--- src/rtl/alu4_arbiter.sv ---
// alu4_arbiter: shares one external alu4 among NREQ requesters, holding the operand for EVAL_CYC
// settle cycles before capturing the tagged result. Define ALU4_ARB_RR_EN for round-robin grants.
module alu4_arbiter #(
    parameter int NREQ     = 4,
    parameter int IDW      = 2,
    parameter int EVAL_CYC = 1
) (
    input  logic                 i_clk_,
    input  logic                 i_rst_,
    input  logic [NREQ-1:0]      req_valid,
    output logic [NREQ-1:0]      req_ready,
    input  logic [14*NREQ-1:0]   req_data,
    output logic [13:0]          alu_in,
    input  logic [7:0]           alu_out,
    output logic                 resp_valid,
    input  logic                 resp_ready,
    output logic [7:0]           resp_data,
    output logic [IDW-1:0]       resp_id,
    output logic                 busy
);

    localparam int PTRW = $clog2(NREQ);
    localparam int CNTW = (EVAL_CYC > 1) ? $clog2(EVAL_CYC) : 1;

    typedef enum logic [1:0] {
        IDLE = 2'd0,
        EVAL = 2'd1,
        RESP = 2'd2
    } state_t;

    state_t          state_q, state_d;
    logic [CNTW-1:0] cnt_q, cnt_d;
    logic [13:0]     aluIn_q, aluIn_d;
    logic [PTRW-1:0] idReg_q, idReg_d;
    logic [7:0]      respData_q, respData_d;
    logic [IDW-1:0]  respId_q, respId_d;
    logic            respValid_q, respValid_d;

    logic [PTRW-1:0] grantIdx;
    logic [13:0]     grantData;
    logic            anyValid;

    assign anyValid = |req_valid;

`ifdef ALU4_ARB_RR_EN
    logic [PTRW-1:0] ptr_q, ptr_d;

    // The winner is the valid requester with the smallest circular distance from ptr.
    always_comb begin
        int bestDist;
        int dist;
        grantIdx = '0;
        bestDist = NREQ;
        dist     = 0;
        for (int j = 0; j < NREQ; j++) begin
            if (j >= int'(ptr_q)) begin
                dist = j - int'(ptr_q);
            end else begin
                dist = j + NREQ - int'(ptr_q);
            end
            if (req_valid[j] && (dist < bestDist)) begin
                bestDist = dist;
                grantIdx = PTRW'(j);
            end
        end
    end

    always_comb begin
        ptr_d = ptr_q;
        if ((state_q == IDLE) && anyValid) begin
            if (grantIdx == PTRW'(NREQ - 1)) begin
                ptr_d = '0;
            end else begin
                ptr_d = grantIdx + PTRW'(1);
            end
        end
    end

    always_ff @(posedge i_clk_ or posedge i_rst_) begin
        if (i_rst_) begin
            ptr_q <= '0;
        end else begin
            ptr_q <= ptr_d;
        end
    end
`else
    // Lowest index wins: scanning downward leaves the smallest valid index last.
    always_comb begin
        grantIdx = '0;
        for (int j = NREQ - 1; j >= 0; j--) begin
            if (req_valid[j]) begin
                grantIdx = PTRW'(j);
            end
        end
    end
`endif

    always_comb begin
        grantData = '0;
        for (int j = 0; j < NREQ; j++) begin
            if (grantIdx == PTRW'(j)) begin
                grantData = req_data[j*14 +: 14];
            end
        end
    end

    always_comb begin
        state_d     = state_q;
        cnt_d       = cnt_q;
        aluIn_d     = aluIn_q;
        idReg_d     = idReg_q;
        respData_d  = respData_q;
        respId_d    = respId_q;
        respValid_d = respValid_q;
        case (state_q)
            IDLE: begin
                if (anyValid) begin
                    aluIn_d = grantData;
                    idReg_d = grantIdx;
                    cnt_d   = CNTW'(EVAL_CYC - 1);
                    state_d = EVAL;
                end
            end
            EVAL: begin
                if (cnt_q == '0) begin
                    respData_d  = alu_out;
                    respId_d    = IDW'(idReg_q);
                    respValid_d = 1'b1;
                    state_d     = RESP;
                end else begin
                    cnt_d = cnt_q - CNTW'(1);
                end
            end
            RESP: begin
                if (resp_ready) begin
                    respValid_d = 1'b0;
                    state_d     = IDLE;
                end
            end
            default: begin
                state_d     = IDLE;
                respValid_d = 1'b0;
            end
        endcase
    end

    always_ff @(posedge i_clk_ or posedge i_rst_) begin
        if (i_rst_) begin
            state_q     <= IDLE;
            cnt_q       <= '0;
            aluIn_q     <= '0;
            idReg_q     <= '0;
            respData_q  <= '0;
            respId_q    <= '0;
            respValid_q <= 1'b0;
        end else begin
            state_q     <= state_d;
            cnt_q       <= cnt_d;
            aluIn_q     <= aluIn_d;
            idReg_q     <= idReg_d;
            respData_q  <= respData_d;
            respId_q    <= respId_d;
            respValid_q <= respValid_d;
        end
    end

    // Grant is masked during reset so nothing is accepted while the registers are held.
    always_comb begin
        req_ready = '0;
        if ((state_q == IDLE) && anyValid && !i_rst_) begin
            req_ready[grantIdx] = 1'b1;
        end
    end

    assign alu_in     = aluIn_q;
    assign resp_valid = respValid_q;
    assign resp_data  = respData_q;
    assign resp_id    = respId_q;
    assign busy       = (state_q != IDLE);

endmodule

--- config.mk ---
export PLATFORM = sky130hd
export DESIGN_NAME = alu4_arbiter
export DESIGN_NICKNAME = d
export VERILOG_FILES = /design/src/rtl/alu4_arbiter.sv
export SDC_FILE = /design/constraint.sdc
export NUM_CORES = 1
export LEC_CHECK = 0
export BUFFER_PORTS_ARGS = -buffer_cell sky130_fd_sc_hd__buf_4
export CORE_MARGIN = 4
export CORE_UTILIZATION = 43
export CTS_CLUSTER_DIAMETER = 150
export DETAILED_ROUTE_END_ITERATION = 7
export GPL_TIMING_DRIVEN = 0
export PLACE_DENSITY = 0.8
export SETUP_SLACK_MARGIN = 0.3
export SYNTH_ARGS = -nofsm -noshare
export SYNTH_HDL_FRONTEND = slang
export SYNTH_SLANG_ARGS = --single-unit
--- constraint.sdc ---
create_clock -name i_clk_ -period 2 [get_ports i_clk_]
set_clock_uncertainty 0.15 [all_clocks]
set_input_delay 0.3 -clock i_clk_ [delete_from_list [all_inputs] [get_ports i_clk_]]
set_output_delay 0.3 -clock i_clk_ [all_outputs]
set_load 0.01 [all_outputs]
==> out/results.ini, run 1 <==
[routing]
ant_nets=0
top_layer=met4
routed-wl-met2_um=2910
routedWlPerCell_um=16.3
via_per_inst=5.25
wl_um=5620
routed-via-count=1806
drt-initial-drc-count=104
drc=0
met1_length_um=2180
dr.pass1.iters=4
routed-wl-met3_um=441

[final_layout]
seqCellArea_um2=726
syn2layout_area_growth_pct=65.5
drive_gt1_frac=0.514
fillers=316
n_antenna_cell=0
multi_input_area_um2=853
num-nets-final=367

[power_and_ir_drop]
fin_total_pwr_mw=3.37
vdd_drop_max_mv=0.689
power_leakage_nw=1.29
power_density_nw_per_um2=1250

[logic_synthesis]
ys_seq_area_frac=0.446
synth_nets=251
yosysUniqueCellTypes=30
syn_area_um2=1630
synth_area_leaders=dfrtp_1 45%, a311oi_1 7.0%, mux2_2 6.9%
synthCells=180
synth_edf_count=0
avgSynthCellArea_um2=9.04
synth_ff_type=dfrtp_1
yosysWarnings=0
ys_ff_latch=29
synth_commonest_cells=29 x dfrtp_1, 27 x nand2_1, 19 x o21ai_1
synth.largest_area_cell=dfrtp_1
async_flop_share=1.00
yosysMostFrequentCell=dfrtp_1
synth_top_area_share=0.446

[floorplanning]
die-width_um=69.5
row_count=22
fp.coreArea_um2=3660
design.die.area_um2=4830
ios=101
die_h_um=69.5
start_util=0.444

[global_route]
antenna_found_initial=0
grt_max_degree=16
first_global_vias=1884
grt_util_all_layers=0.237
grt.overflow.total=0
grt_first_pass_wirelength_um=9140

[critical_path]
cp.arrival_ps=1420
path_class=reg2out
crit_chain=nor2_2 > inv_2 > a21o_4 > buf_8 > nor3_4 > buf_6
worst_ep_required_time_ps=1550
cp_slowest_stage_delay_ps=390
endpoint_kind=output port
cp_max_fo=2
r2r-start=state_q[0]$_DFFE_PP0P_
crit_path_start=state_q[0]$_DFFE_PP0P_
startpoint_type=flip-flop
cpMaxStageDelayCell=dfrtp_1

[timing]
rsz0062_at_grt=yes
fin_crit_ps=1870
setup_viol=0
hold_slack_ps=31.7
worstMarginPinSlew_ps=772
relSlewSlack=0.483
report.final.slew_viol_count=0
fmax_mhz=535
fin_crit_sh=0.935
hold_viol_final=0

[clock_tree]
clkTransAtPathRegs_ps=70
cts_tree=done
clk_path_buf_depth=2
cts_root_buffer=clkbuf_8
clock_latency_ps=280
clock_sinks=29
cts_max_level=2
cts_inserted_buffers=5

[place]
port_buffers=99
dpl.hpwl_um=4070
globalplace.congestion=0.827

[run]
maxCapViolations=0

[run_status]
outcome=complete, no violations

[min_path]
hold_path.class=in2async

[sequential cells by signal, summed over array words and instances (netlist names)]
register,cells
alu_in,14
idReg_q,2
resp_data,8
resp_id,2
resp_valid,1
state_q,2
[through the flow]
step / setup slack (ps) / instance area, µm² / util / cells / setup TNS [ps]
finish: 130 / 2690 / 0.735 / 344 / 0
floorplan: 309 / 1630 / - / 180 / 0
global placement: -172 / 2430 / 0.665 / 327 / -172
global route: 65.4 / 2690 / 0.735 / 344 / 0
detailed placement: -172 / 2430 / 0.665 / 327 / -172
CTS: 152 / 2630 / 0.718 / 342 / 0
[placed cells by master (no fill, tap or decap), types with 3 or more instances in the layout]
cell / netlist / routed
a21oi_1: 16 / 16
a311oi_1: 13 / 13
buf_2: 7 / 7
buf_4: 3 / 105
buf_6: 1 / 6
clkbuf_8: 0 / 5
dfrtp_1: 29 / 29
mux2_2: 10 / 10
nand2_1: 27 / 27
nor2_1: 5 / 5
nor2_2: 3 / 3
nor2b_1: 14 / 14
o21ai_0: 10 / 10
o21ai_1: 19 / 19
[area by class of cell]
type	instances	area share
multi-input cells	133	0.317
repair inverters	1	0.00186
repair buffers	108	0.308
clock buffers	5	0.0256
plain buffers	13	0.0339
flip-flops and latches	29	0.270
inverters	5	0.00929
clock inverters	2	0.0130
well taps	48	0.0223
[worst max-delay path, delay by kind of cell, from the launching register on]
kind	cells	cell delay, ps
AOI/OAI and AO/OA	1	190
and+or+nand+nor	2	260
DFF	1	390
buffers and inverters	3	290
[metal layers]
metal,global-route usage,vias up
met3,0.0580,6
met5,0,-
met4,0.0803,0
met2,0.405,84
li1,-,872
met1,0.290,844
[cells by family (layout without fill, tap and decap cells)]
kind of cell	after synthesis	in the layout	share of synthesized area
AO/OA/AOI/OAI	65	65	0.247
buffers and inverters	18	134	0.0600
flip-flops	29	29	0.446
multiplexers	11	11	0.0754
AND/OR/NAND/NOR	57	57	0.172
[worst paths after layout]
check	slack, ps	cells after the start	to
worst max-delay path	130	6	req_ready[3]
worst min-delay path	30	2	alu_in[6]$_DFFE_PP0N_
worst max register to register	390	8	alu_in[6]$_DFFE_PP0N_
worst min register to register	330	2	alu_in[12]$_DFFE_PP0N_
max in group asynchronous	720	3	resp_data[1]$_DFFE_PP0P_
min in group i_clk_	100	2	resp_data[4]$_DFFE_PP0P_
[what timing repair did]
action | CTS | global route
hold buffers | 1 | 0
gates cloned | 1 | 0
resized for setup | 7 | 10
endpoints found under the setup margin | 4 | 11
setup buffers | 6 | 2
pin swaps | 2 | 3
hold endpoints to repair | 14 | 0
[power by group]
| part | internal, mW | switching, mW | leakage [nW] |
|---|---|---|---|
| Clock | 0.362 | 0.226 | 0.0540 |
| Combinational | 0.945 | 0.794 | 0.888 |
| Sequential | 0.885 | 0.159 | 0.349 |
(Power assumes the default switching activity.)
==> run 2: changes to the inputs <==
==> config.mk (replaced) <==
export PLATFORM = sky130hd
export DESIGN_NAME = alu4_arbiter
export DESIGN_NICKNAME = d
export VERILOG_FILES = /design/src/rtl/alu4_arbiter.sv
export SDC_FILE = /design/constraint.sdc
export NUM_CORES = 1
export LEC_CHECK = 0
export CORE_UTILIZATION = 45
export CTS_CLUSTER_DIAMETER = 150
export DETAILED_ROUTE_END_ITERATION = 7
export DONT_BUFFER_PORTS = 1
export GPL_TIMING_DRIVEN = 0
export SETUP_SLACK_MARGIN = 0.3
export SYNTH_ARGS = -nofsm -noshare
export SYNTH_HDL_FRONTEND = slang
export SYNTH_SLANG_ARGS = --single-unit
==> out/results.ini, run 2 (synthesis gave the netlist of run 1 again) <==
[run_status]
outcome=complete, no violations

[clock_tree]
clock_latency_ps=320  ; +40 ps
cts_tree=done
cts_root_buffer=clkbuf_4
clk_path_buf_depth=2  ; unchanged
clkTransAtPathRegs_ps=90  ; +20 ps
clock_sinks=29  ; unchanged
cts_max_level=2  ; unchanged
cts_inserted_buffers=5  ; unchanged

[routing]
routedWlPerCell_um=18.0  ; +10%
via_per_inst=6.00  ; +14%
routed-via-count=1512  ; -16%
dr.pass1.iters=4  ; unchanged
drt-initial-drc-count=67  ; -36%
ant_nets=0  ; unchanged
drc=0  ; unchanged
wl_um=4530  ; -19%

[final_layout]
largest_reg_flops=14  ; unchanged
num-nets-final=277  ; -25%
syn2layout_area_growth_pct=22.1
final_cell_mix=29 x dfrtp_1, 27 x nand2_1, 19 x o21ai_1, 16 x a21oi_1, 14 x nor2b_1
stdcell_area_um2=1990  ; -26%
fillers=309  ; -2.2%
utilization=0.586  ; -0.150
n_antenna_cell=0  ; unchanged
drive_gt1_frac=0.243  ; -0.271
multi_input_area_um2=840  ; -1.6%
mostFrequentLayoutCell=dfrtp_1
seqCellArea_um2=726  ; unchanged

[floorplanning]
ios=101  ; unchanged
die_h_um=62.1  ; -11%
design.die.area_um2=3860  ; -20%
die-width_um=62.1  ; -11%
fp.coreArea_um2=3390  ; -7.4%
start_util=0.480  ; +0.0356
row_count=21  ; -4.5%

[place]
placed_area_um2=1690  ; -31%
dpl.hpwl_um=3170  ; -22%
dp_slack_ps=4.66  ; +177 ps
globalplace.congestion=0.809  ; -2.2%
port_buffers=0  ; -100%

[timing]
fin_crit_ps=1920  ; +50.0 ps
tns_ps=0  ; unchanged
relSlewSlack=0.514  ; +0.0316
fin_crit_sh=0.960  ; +0.0250
fmax_mhz=521  ; -2.6%
setup_viol=0  ; unchanged
worstMarginPinSlew_ps=725  ; -47.1 ps
rsz0062_at_grt=yes
report.final.slew_viol_count=0  ; unchanged
hold_viol_final=0  ; unchanged
worst_slack_ps=79.7  ; -50.0 ps

[critical_path]
worst_ep_required_time_ps=1550  ; about the same
endpoint_kind=output port
startpoint_type=flip-flop
cpMaxStageDelayCell=dfrtp_1
cp.arrival_ps=1470  ; +50 ps
reg2reg_slack_ps=360  ; -30 ps
path_class=reg2out
cp_slowest_stage_delay_ps=420  ; +30 ps
cp_max_fo=7  ; +5
crit_chain=nor2_4 > inv_4 > a21o_4 > buf_8 > nor3_4

[run]
maxCapViolations=0  ; unchanged

[global_route]
grt_max_degree=16  ; unchanged
grt.overflow.total=0  ; unchanged
antenna_found_initial=0  ; unchanged
first_global_vias=1556  ; -17%
grt_util_all_layers=0.245  ; +0.00818
grt_first_pass_wirelength_um=7330  ; -20%

[power_and_ir_drop]
power_leakage_nw=0.824  ; -36%
fin_total_pwr_mw=2.74  ; -19%
vdd_drop_max_mv=0.762  ; +11%
power_density_nw_per_um2=1380  ; +10%

[min_path]
hold_path.class=in2reg

==> run 2: cell types whose count changed in the layout (fill, tap and decap cells not counted), moves of 5 or more <==
| cell | change |
|---|---|
| buf_4 | -96 |
| dlygate4sd3_1 | +10 |
| buf_6 | -5 |
| clkbuf_4 | +5 |
| clkbuf_8 | -5 |
==> run 2: power breakdown <==
group	switching, mW	leakage (nW)	internal [mW]	total (mW)
combinational	0.529	0.433	0.546	1.07
sequential	0.318	0.349	0.884	1.20
clock	0.204	0.0410	0.254	0.459
==> run 2: layout make-up <==
class	count	area share
Clock buffer	5	0.0189
Tap cell	46	0.0290
Clock inverter	2	0.0176
Sequential cell	29	0.365
Buffer	13	0.0479
Multi-Input combinational cell	133	0.423
Inverter	5	0.0139
Timing Repair inverter	1	0.00252
Timing Repair Buffer	18	0.0819
==> run 2: repair_timing <==
item	in CTS	in global routing
setup buffers	5	2
hold buffers	11	0
resized for setup	5	8
gates cloned	1	0
pin swaps	2	4
hold endpoints to repair	38	0
endpoints found under the setup margin	4	13
==> run 2: per-stage QoR <==
stage          hold slack, ps  instances
3_5_place_dp              305        226
6_report                 13.7        252
5_1_grt                  2.54        252
2_1_floorplan             234        180
3_3_place_gp              305        226
4_1_cts                  7.06        250
==> run 2: final timing paths <==
path,from,end,cells after the start
max in group asynchronous,i_rst_,alu_in[6]$_DFFE_PP0N_,2
worst min-delay path,req_data[50],alu_in[8]$_DFFE_PP0N_,2
worst max register to register,state_q[0]$_DFFE_PP0P_,alu_in[0]$_DFFE_PP0N_,8
worst max-delay path,state_q[0]$_DFFE_PP0P_,req_ready[3],5
worst min register to register,idReg_q[0]$_DFFE_PP0N_,idReg_q[0]$_DFFE_PP0N_,1
min in group asynchronous,i_rst_,state_q[0]$_DFFE_PP0P_,2
==> run 2: worst max-delay path, delay by kind of cell (launching register included) <==
family	cells	cell delay, ps
compound gates	1	200
buf+inv	2	200
flops	1	420
simple gates	2	330
==> run 2: routing by layer <==
| metal | track usage | up-vias | wire [µm] | share of wire |
|---|---|---|---|---|
| met5 | 0 | - | 0 | 0 |
| met2 | 0.438 | 81 | 2290 | 0.50 |
| met3 | 0.0790 | 6 | 445 | 0.098 |
| met4 | 0.0727 | 0 | 52 | 0.011 |
| met1 | 0.276 | 726 | 1750 | 0.39 |
| li1 | - | 699 | - | - |
